`src/rtl/riscv_iram_arbiter.sv`:
```
// Two-port block-read arbiter in front of the single-port instruction RAM.
// Port 0 is I-cache refill and port 1 is the prefetch/loader; define IRAM_ARB_RR_EN for round-robin ties.
module riscv_iram_arbiter #(
    parameter int DATA_WIDTH = 128,
    parameter int S_ADDR     = 10
) (
    input  logic                  clk,
    input  logic                  rst,
    input  logic                  req0,
    input  logic [S_ADDR-1:0]     addr0,
    output logic                  gnt0,
    output logic                  rvalid0,
    output logic [DATA_WIDTH-1:0] rdata0,
    input  logic                  req1,
    input  logic [S_ADDR-1:0]     addr1,
    output logic                  gnt1,
    output logic                  rvalid1,
    output logic [DATA_WIDTH-1:0] rdata1,
    input  logic                  flush,
    output logic                  busy,
    output logic                  mem_rden,
    output logic [S_ADDR-1:0]     mem_addr,
    input  logic [DATA_WIDTH-1:0] mem_rdata,
    input  logic                  mem_ready,
    output logic [1:0]            dbg_state
);

    localparam logic [1:0] IDLE = 2'd0;
    localparam logic [1:0] READ = 2'd1;
    localparam logic [1:0] RESP = 2'd2;

    logic [1:0] state;
    logic       owner;
    logic       kill;
    logic       any_req;
    logic       sel;

    // Handshakes: a requester holds reqN and addrN stable until gntN; the
    // transfer happens at the rising edge where both are high. rvalidN is a
    // one-cycle pulse with no backpressure. On the memory side mem_rden is
    // held with a stable mem_addr until mem_ready, then dropped for >= 1 cycle.
    assign any_req = req0 | req1;

`ifdef IRAM_ARB_RR_EN
    logic last_owner;

    always_comb begin
        sel = req1;
        if (req0 && req1) sel = ~last_owner;
    end

    always_ff @(posedge clk or negedge rst) begin
        if (!rst) begin
            last_owner <= 1'b1;
        end else if (state == IDLE && any_req) begin
            last_owner <= sel;
        end
    end
`else
    assign sel = ~req0;
`endif

    // Grants are combinational so the requester sees them in its request cycle.
    assign gnt0      = rst && (state == IDLE) && any_req && !sel;
    assign gnt1      = rst && (state == IDLE) && any_req && sel;
    assign mem_rden  = (state == READ);
    assign busy      = (state != IDLE);
    assign dbg_state = state;

    always_ff @(posedge clk or negedge rst) begin
        if (!rst) begin
            state    <= IDLE;
            owner    <= 1'b0;
            kill     <= 1'b0;
            mem_addr <= '0;
            rdata0   <= '0;
            rdata1   <= '0;
            rvalid0  <= 1'b0;
            rvalid1  <= 1'b0;
        end else begin
            rvalid0 <= (state == RESP) && !kill && !owner;
            rvalid1 <= (state == RESP) && !kill && owner;
            case (state)
                IDLE: begin
                    if (any_req) begin
                        mem_addr <= sel ? addr1 : addr0;
                        owner    <= sel;
                        state    <= READ;
                    end
                end
                READ: begin
                    // A killed refill still lands in rdata0; only its pulse is dropped.
                    if (flush && !owner) kill <= 1'b1;
                    if (mem_ready) begin
                        if (owner) rdata1 <= mem_rdata;
                        else       rdata0 <= mem_rdata;
                        state <= RESP;
                    end
                end
                RESP: begin
                    kill  <= 1'b0;
                    state <= IDLE;
                end
                default: state <= IDLE;
            endcase
        end
    end

endmodule

```
`config.mk`:
```
export PLATFORM = sky130hd
export DESIGN_NAME = riscv_iram_arbiter
export DESIGN_NICKNAME = d
export VERILOG_FILES = /design/src/rtl/riscv_iram_arbiter.sv
export SDC_FILE = /design/constraint.sdc
export NUM_CORES = 1
export LEC_CHECK = 0
export BUFFER_PORTS_ARGS = -buffer_cell sky130_fd_sc_hd__buf_2
export CAP_MARGIN = 20
export CELL_PAD_IN_SITES_DETAIL_PLACEMENT = 0
export CELL_PAD_IN_SITES_GLOBAL_PLACEMENT = 1
export CORE_MARGIN = 5
export CORE_UTILIZATION = 39
export DETAILED_ROUTE_END_ITERATION = 12
export GPL_ROUTABILITY_DRIVEN = 0
export PLACE_DENSITY_LB_ADDON = 0.2
export SLEW_MARGIN = 5
export SYNTH_ARGS = -nofsm -noshare
export SYNTH_HDL_FRONTEND = slang
export SYNTH_SLANG_ARGS = --single-unit
```
`constraint.sdc`:
```
create_clock -name clk -period 1.65 [get_ports clk]
set_input_delay 0.33 -clock clk [delete_from_list [all_inputs] [get_ports clk]]
set_output_delay 0.33 -clock clk [all_outputs]
set_load 0.02 [all_outputs]
```
# Yosys cells after proc, flatten, opt, wreduce, memory -nomap -nowiden
# Index checks and enable logic that the tools add are counted.
# totals
reg_bits	272
input_bits	154
out_inout_bits	274
word_cells	40
# classes
n_eq_ne	5
mux	6
n_bitwise	3
reduce_logical	18
# op_table
cell	count
10-bit two-way mux	1
1-bit logical AND	8
2-bit AND reduction	3
3-bit AND reduction	2
2-bit two-way mux	2
2-bit by 1-bit != test with 1-bit output (second input constant)	2
2-bit case mux with 2 select lines	1
2-bit nonzero test	2
2-bit by 1-bit == test with 1-bit output (second input constant)	1
2-bit == test (second input constant)	1
1-bit logical NOT	2
2-bit logical NOT	1
2-bit != test (second input constant)	1
1-bit NOT	2
1-bit case mux with 2 select lines	1
1-bit two-way mux	1
1-bit bitwise OR	1

# Depth between registers and ports, before layout
# Gate-level depths: netlist of the first run.
# logic_depth
ltp_word	4
depth_mapped	5
mapped_depth_nobuf	3

# Worst setup path before layout of the first run
# OpenSTA, ideal clock, no wires.
# synth_path
path_kind	input to output
start	input req0
end	output gnt1
arrival_time_ns	1.491
required_time_ns	1.320
path_slack_ns	-0.171
stages	4
n_path_buf	2
cell_sequence	clkbuf_1 > buf_2 > o21ai_0 > nor3b_1
# synth_via
elab_chain_len	3
word_cells_on_any_way	4
cone_classes	bitwise (2); reduce/logical (2)
# synth_lines
element	line_no	text
start: declaration	9	input logic req0,
1-bit bitwise OR	42	assign any_req = req0 | req1;
1-bit logical AND	65	assign gnt1 = rst && (state == IDLE) && any_req && sel;
1-bit logical AND *	65	
end: declaration	16	output logic gnt1,
# Every way passes the cells marked *; elsewhere a longest branch is shown, timed or not.

# Worst setup path after layout of the first run
# layout_path
start	register state[1] (netlist: dbg_state[1])
end	output gnt1
# layout_via
elab_chain_len	4
# layout_lines
element	line_no	text
start: declaration	32	logic [1:0] state;
start signal: assignment	72	state <= IDLE;
start signal: assignment	88	state <= READ;
start signal: assignment	97	state <= RESP;
2-bit logical NOT	65	
1-bit logical AND (3 in a row)	65	
# No other way between the ends.

==> flow_metrics.env, run 1 <==
export IMPL_post_route_period_util_pct=114.9
export IMPL_setup_viol=242
export IMPL_wirelength_mm=30.83
export IMPL_vdd_drop_max_mv=1.096
export IMPL_hold_path_end="rdata1[116]$_DFFE_PN0P_"
export IMPL_syn_area_mm2=0.01055
export IMPL_timing_hold_worst_start="mem_rdata[116]"
export IMPL_fin_skew_ps=9.308
export IMPL_multi_input_area_mm2=0.003731
export IMPL_synth_ff_latch_count=272
export IMPL_final_area_mm2=0.01521
export IMPL_rsz0062_at_grt="yes"
export IMPL_synthFlopType="dfrtp_1"
export IMPL_cts_buffers=29
export IMPL_die_area_mm2=0.03043
export IMPL_die_w_um=174.5
export IMPL_r2r_start="dbg_state[1]$_DFFE_PN0P_"
export IMPL_dp_worst_setup_slack_ps=21.34
export IMPL_drc=0
export IMPL_p_leak_nw=7.578
export IMPL_hold_path_depth=2
export IMPL_arrival_ps=1570
export IMPL_cpPeakStageDelay_ps=400
export IMPL_core_mm2=0.02680
export IMPL_fillers=2282
export IMPL_grt_pass1_wl_mm=43.20
export IMPL_syn_to_final_growth_pct=44.19
export IMPL_first_iter_violations=268
export IMPL_reg2reg_depth=7
export IMPL_finalHoldViolations=0
export IMPL_io_pins=428
export IMPL_route_antenna_remaining_nets=0
export IMPL_grt_max_degree=77
export IMPL_start_kind="flop"
export IMPL_slew_viol_final=0
export IMPL_layout_drive_gt1_share_pct=73.85
export IMPL_path_clk_slew_ps=60
export IMPL_status="complete, but fails checks"
export IMPL_cp_top_family="flip-flops"
export IMPL_synth_nets=752
export IMPL_crit_slowest_cell="dfrtp_2"
export IMPL_placed_cell_area_mm2=0.01321
export IMPL_cp_num_buf_inv=2
export IMPL_routedWlPerCell_um=21.17
export IMPL_first_pass_iters=4
export IMPL_clkLatencyLatePin_ps=530
export IMPL_grt_overflow_total=0
export IMPL_clock_path_buffers=3
export IMPL_slew_limit_headroom_pct=44.05
export IMPL_regArea_mm2=0.006809
export IMPL_failed_checks="negative setup slack"
export IMPL_hp_class="in2reg"
export IMPL_cts_tree="done"
export IMPL_synth_seq_area_share_pct=64.53
export IMPL_start_util_pct=39.36
export IMPL_cp_end_kind="primary output"
export IMPL_rows=60
export IMPL_timing_fmax_ghz=0.5276
export IMPL_power_density_mw_per_mm2=2273
export IMPL_final_core_util_pct=56.75
export IMPL_synth_edf_count=0
export IMPL_worstPathMaxFanout=3
export IMPL_grt_pass1_vias=7337
export IMPL_io_buffers=427
export IMPL_finalWorstSetupSlack_ps=-245.4
export IMPL_avgSynthCellArea_um2=17.64
export IMPL_r2r_end="rdata0[3]$_DFFE_PN0P_"
export IMPL_antenna_found_initial=2
export IMPL_period_minus_slack_ps=1895
export IMPL_dpl_hpwl_mm=20.91
export IMPL_ys_warnings_count=0
export IMPL_vias=7040
export IMPL_whs_ps=42.84
export IMPL_worst_pin_slew_ps=836.5
export IMPL_timing_max_cap_violations=0
export IMPL_async_flop_share_pct=100.0
export IMPL_rrSetupSlack_ps=-230
export IMPL_root_buffer="clkbuf_16"
export IMPL_grt_usage_pct=17.74
export IMPL_cts_max_level=1
export IMPL_fin_setup_tns_ps=-33750
export IMPL_cts_sinks=272
export IMPL_ys_types=22
export IMPL_worstPathRequired_ps=1320
export IMPL_finalNetCount=1246
export IMPL_crit_type="reg2out"
export IMPL_avgViaCountPerCell=4.835
export IMPL_crit_chain="buf_6 -> nor2_4 -> o21ai_2 -> nor3b_2 -> buf_4"
export IMPL_syn_inst=598
export IMPL_dieHeight_um=174.5
cells in the mapped netlist (2+ instances only):
master    instances  area share [%]
dfrtp_1         272              65
mux2_2          266              28
buf_12           13             2.5
mux2_4           10             1.4
clkbuf_8          9             1.2
buf_6             6            0.64
inv_1             3            0.11
o21ai_0           3            0.14
buf_2             2           0.095
nor4b_1           2            0.17
through the flow:
| step | std cells | power, mW |
|---|---|---|
| finish | 1456 | 34.57 |
| global route | 1456 | 36.28 |
| CTS | 1431 | 33.59 |
| detailed placement | 1373 | 26.50 |
| global placement | 1373 | 26.26 |
| floorplan | 598 | 20.94 |
area by class of cell:
type                            instances  share of cell area [%]
Tap cell                              341                   2.805
Multi-Input combinational cell        292                   24.53
Sequential cell                       272                   44.77
Clock buffer                           43                   5.578
Timing Repair Buffer                  494                   21.87
Inverter                                3                 0.07404
Clock inverter                          9                  0.3373
Antenna cell                            2                 0.03291
worst max path at each step:
stage / startpoint / slack (ps) / cells after the start / endpoint
after floorplan: dbg_state[0]$_DFFE_PN0P_ / -50 / 5 / rdata0[0]$_DFFE_PN0P_
after CTS: dbg_state[1]$_DFFE_PN0P_ / -280 / 5 / gnt1
final: dbg_state[1]$_DFFE_PN0P_ / -250 / 5 / gnt1
after detailed placement: dbg_state[1]$_DFFE_PN0P_ / 20 / 5 / gnt1
after global placement: dbg_state[1]$_DFFE_PN0P_ / 50 / 5 / gnt1
after global routing: dbg_state[1]$_DFFE_PN0P_ / -360 / 5 / gnt1
report_power, final:
part / switching (mW) / internal, mW
sequential: 1.72 / 10.1
combinational: 8.70 / 7.94
clock: 2.59 / 3.54
total: 13.0 / 21.6
placed cells by master, fill, tap and decap left out, types with 2 or more instances in the layout:
master | netlist | routed
buf_2 | 2 | 420
dfrtp_1 | 272 | 270
mux2_2 | 266 | 148
mux2_4 | 10 | 128
clkbuf_16 | 0 | 43
buf_12 | 13 | 19
buf_8 | 0 | 14
buf_4 | 0 | 14
buf_6 | 6 | 10
clkinv_2 | 0 | 7
clkbuf_8 | 9 | 7
clkbuf_1 | 1 | 7
inv_1 | 3 | 3
diode_2 | 0 | 2
nor4b_1 | 2 | 2
o21ai_0 | 3 | 2
dfrtp_2 | 0 | 2
buf_16 | 0 | 2
per-layer routing:
layer | vias up | global-route usage [%] | share of wire, %
li1 | 3121 | - | -
met1 | 3575 | 21.70 | 40
met2 | 288 | 30.16 | 49
met3 | 56 | 5.437 | 8.0
met4 | 0 | 5.576 | 2.5
met5 | - | 0 | 0
state kept, by name, summed over array words and instances (netlist names):
register and count:
rdata0 128, rdata1 128, mem_addr 10, dbg_state 2, kill 1, owner 1
rvalid0 1, rvalid1 1
cells by family (layout without fill, tap and decap cells):
family,count (synthesis),count (layout),share of synthesized area (%)
mux,277,277,29.92
flops,272,272,64.53
buf+inv,34,549,4.520
simple gates,10,10,0.7592
compound gates,5,5,0.2729
other cells,0,2,0
timing repair:
item                                    CTS  global route
pin swaps                                 3             1
gates resized for setup                  82            84
gates cloned                              0            18
hold endpoints to repair                272             0
setup buffers                             5             5
endpoints found under the setup margin    4           261
hold buffers                              1             0
(Power assumes the default switching activity.)
==> run 2, diff against run 1 <==
--- a/config.mk
+++ b/config.mk
@@ -5,12 +5,13 @@
 export SDC_FILE = /design/constraint.sdc
 export NUM_CORES = 1
 export LEC_CHECK = 0
-export BUFFER_PORTS_ARGS = -buffer_cell sky130_fd_sc_hd__buf_2
+export BUFFER_PORTS_ARGS = -buffer_cell sky130_fd_sc_hd__buf_4
 export CAP_MARGIN = 20
 export CELL_PAD_IN_SITES_DETAIL_PLACEMENT = 0
 export CELL_PAD_IN_SITES_GLOBAL_PLACEMENT = 1
 export CORE_MARGIN = 5
 export CORE_UTILIZATION = 39
+export CTS_CLUSTER_DIAMETER = 100
 export DETAILED_ROUTE_END_ITERATION = 12
 export GPL_ROUTABILITY_DRIVEN = 0
 export PLACE_DENSITY_LB_ADDON = 0.2
==> run 2 against run 1 <==
- the run still ends with negative setup slack left
- critical path depth unchanged
- worst setup slack worse by 40 ps
- combinational power up 12%
- non-clock buffer count up 8
- global-route usage up 0.76 points
- register-to-register slack better by 80 ps
- routed wire length up 5.3%
- first-iteration DRC count up 12%
- clock skew down 4.9 ps
- largest cell class unchanged
==> flow_metrics.env, run 2 (same netlist as run 1, synthesis figures left out) <==
export IMPL_status="complete, but fails checks"
export IMPL_failed_checks="negative setup slack"
export IMPL_routedWlPerCell_um=22.20
export IMPL_cts_buffers=30
export IMPL_post_route_period_util_pct=117.3
export IMPL_io_buffers=427
export IMPL_setup_viol=251
export IMPL_cts_tree="done"
export IMPL_crit_chain="buf_6 -> nor2_4 -> o21ai_2 -> nor3b_2 -> buf_4"
export IMPL_wirelength_mm=32.46
export IMPL_start_util_pct=39.36
export IMPL_dp_worst_setup_slack_ps=7.352
export IMPL_worstPathRequired_ps=1320
export IMPL_finalWorstSetupSlack_ps=-285.1
export IMPL_dieHeight_um=174.5
export IMPL_cts_sinks=272
export IMPL_fillers=2147
export IMPL_avgViaCountPerCell=4.837
export IMPL_placed_cell_area_mm2=0.01418
export IMPL_largestRegisters="rdata0 x128, rdata1 x128, mem_addr x10"
export IMPL_final_cell_mix="buf_4, dfrtp_1, mux2_2"
export IMPL_pwr_share_clk_pct=17.8
export IMPL_fin_skew_ps=4.423
export IMPL_antenna_found_initial=0
export IMPL_crit_slowest_cell="dfrtp_2"
export IMPL_first_iter_violations=301
export IMPL_slew_limit_headroom_pct=58.04
export IMPL_grt_pass1_wl_mm=44.57
export IMPL_grt_pass1_vias=7337
export IMPL_drc=0
export IMPL_comb_power_share_pct=50.1
export IMPL_period_minus_slack_ps=1935
export IMPL_cts_max_level=1
export IMPL_p_int_mw=23.87
export IMPL_cp_top_family="flip-flops"
export IMPL_vias=7071
export IMPL_grt_max_degree=106
export IMPL_cpPeakStageDelay_ps=410
export IMPL_mostFrequentLayoutCell="buf_4"
export IMPL_timing_fmax_ghz=0.5168
export IMPL_cp_num_buf_inv=2
export IMPL_first_pass_iters=4
export IMPL_clkLatencyLatePin_ps=540
export IMPL_cp_end_kind="primary output"
export IMPL_slew_viol_final=0
export IMPL_power_frac_seq_pct=32.1
export IMPL_p_leak_nw=7.919
export IMPL_layout_drive_gt1_share_pct=73.51
export IMPL_crit_type="reg2out"
export IMPL_grt_usage_pct=18.50
export IMPL_rows=60
export IMPL_die_area_mm2=0.03043
export IMPL_power_density_mw_per_mm2=2279
export IMPL_hp_class="in2reg"
export IMPL_rsz0062_at_grt="yes"
export IMPL_sw_frac_of_total_pct=35.80
export IMPL_finalHoldViolations=0
export IMPL_clock_path_buffers=3
export IMPL_path_clk_slew_ps=60
export IMPL_worstPathMaxFanout=3
export IMPL_p_sw_mw=13.31
export IMPL_arrival_ps=1610
export IMPL_dpl_hpwl_mm=21.83
export IMPL_final_area_mm2=0.01632
export IMPL_antenna_cells=0
export IMPL_finalNetCount=1255
export IMPL_route_antenna_remaining_nets=0
export IMPL_grt_overflow_total=0
export IMPL_vdd_drop_max_mv=1.044
export IMPL_die_w_um=174.5
export IMPL_start_kind="flop"
export IMPL_regArea_mm2=0.006809
export IMPL_timing_max_cap_violations=0
export IMPL_core_mm2=0.02680
export IMPL_syn_to_final_growth_pct=54.70
export IMPL_io_pins=428
export IMPL_multi_input_area_mm2=0.003623
export IMPL_root_buffer="clkbuf_16"
export IMPL_worst_pin_slew_ps=629.5
## run 2: cell type report
cell class | count | share of cell area [%]
Multi-Input combinational cell | 292 | 22.21
Inverter | 3 | 0.06901
Tap cell | 341 | 2.615
Clock inverter | 4 | 0.4294
Timing Repair Buffer | 502 | 27.38
Clock buffer | 48 | 5.575
Sequential cell | 272 | 41.73
## run 2: layer usage
metal	global-route usage [%]	part of all wire, %	vias to the layer above
met3	6.677	8.5	57
met1	21.94	39	3593
met5	0	0	-
met4	6.236	3.2	0
li1	-	-	3126
met2	31.31	49	295
## run 2: repair_timing
| action | CTS | global route |
|---|---|---|
| gates resized for setup | 13 | 114 |
| hold buffers | 5 | 0 |
| buffers inserted | 3 | 12 |
| endpoints found under the hold margin | 267 | 0 |
| setup endpoints to repair | 6 | 153 |
| pin swaps | 2 | 2 |
| cloned | 0 | 22 |
## run 2: through the flow
stage | cells | TNS (ps) | power, mW | hold WS, ps | util, %
floorplan | 598 | -5654 | 20.94 | 34.41 | -
global placement | 1368 | 0 | 28.38 | 146.1 | 52.93
detailed placement | 1368 | 0 | 28.68 | 144.7 | 52.93
CTS | 1428 | -1602 | 35.57 | 0.1666 | 57.03
global route | 1462 | -32220 | 38.96 | -2.944 | 60.88
finish | 1462 | -19680 | 37.18 | 27.26 | 60.88
## run 2: worst paths after layout
kind | startpoint | end | slack [ps] | cells after the start
hold reg to reg | kill$_DFFE_PN0P_ | rvalid1$_DFF_PN0_ | 490 | 1
max in group asynchronous | rst | dbg_state[1]$_DFFE_PN0P_ | 270 | 3
setup reg to reg | dbg_state[1]$_DFFE_PN0P_ | rdata0[24]$_DFFE_PN0P_ | -150 | 6
min in group asynchronous | rst | mem_addr[8]$_DFFE_PN0P_ | 340 | 2
setup / recovery | dbg_state[1]$_DFFE_PN0P_ | gnt1 | -290 | 5
hold / removal | mem_rdata[26] | rdata0[26]$_DFFE_PN0P_ | 30 | 2
## run 2: power by group through the flow
stage / clock network [mW] / logic [mW] / registers [mW]
after floorplan: 0 / 4.99 / 16.0
after global placement: 0 / 16.6 / 11.8
after detailed placement: 0 / 16.8 / 11.9
after CTS: 6.79 / 16.9 / 11.9
after global routing: 7.12 / 19.5 / 12.4
final: 6.63 / 18.6 / 11.9
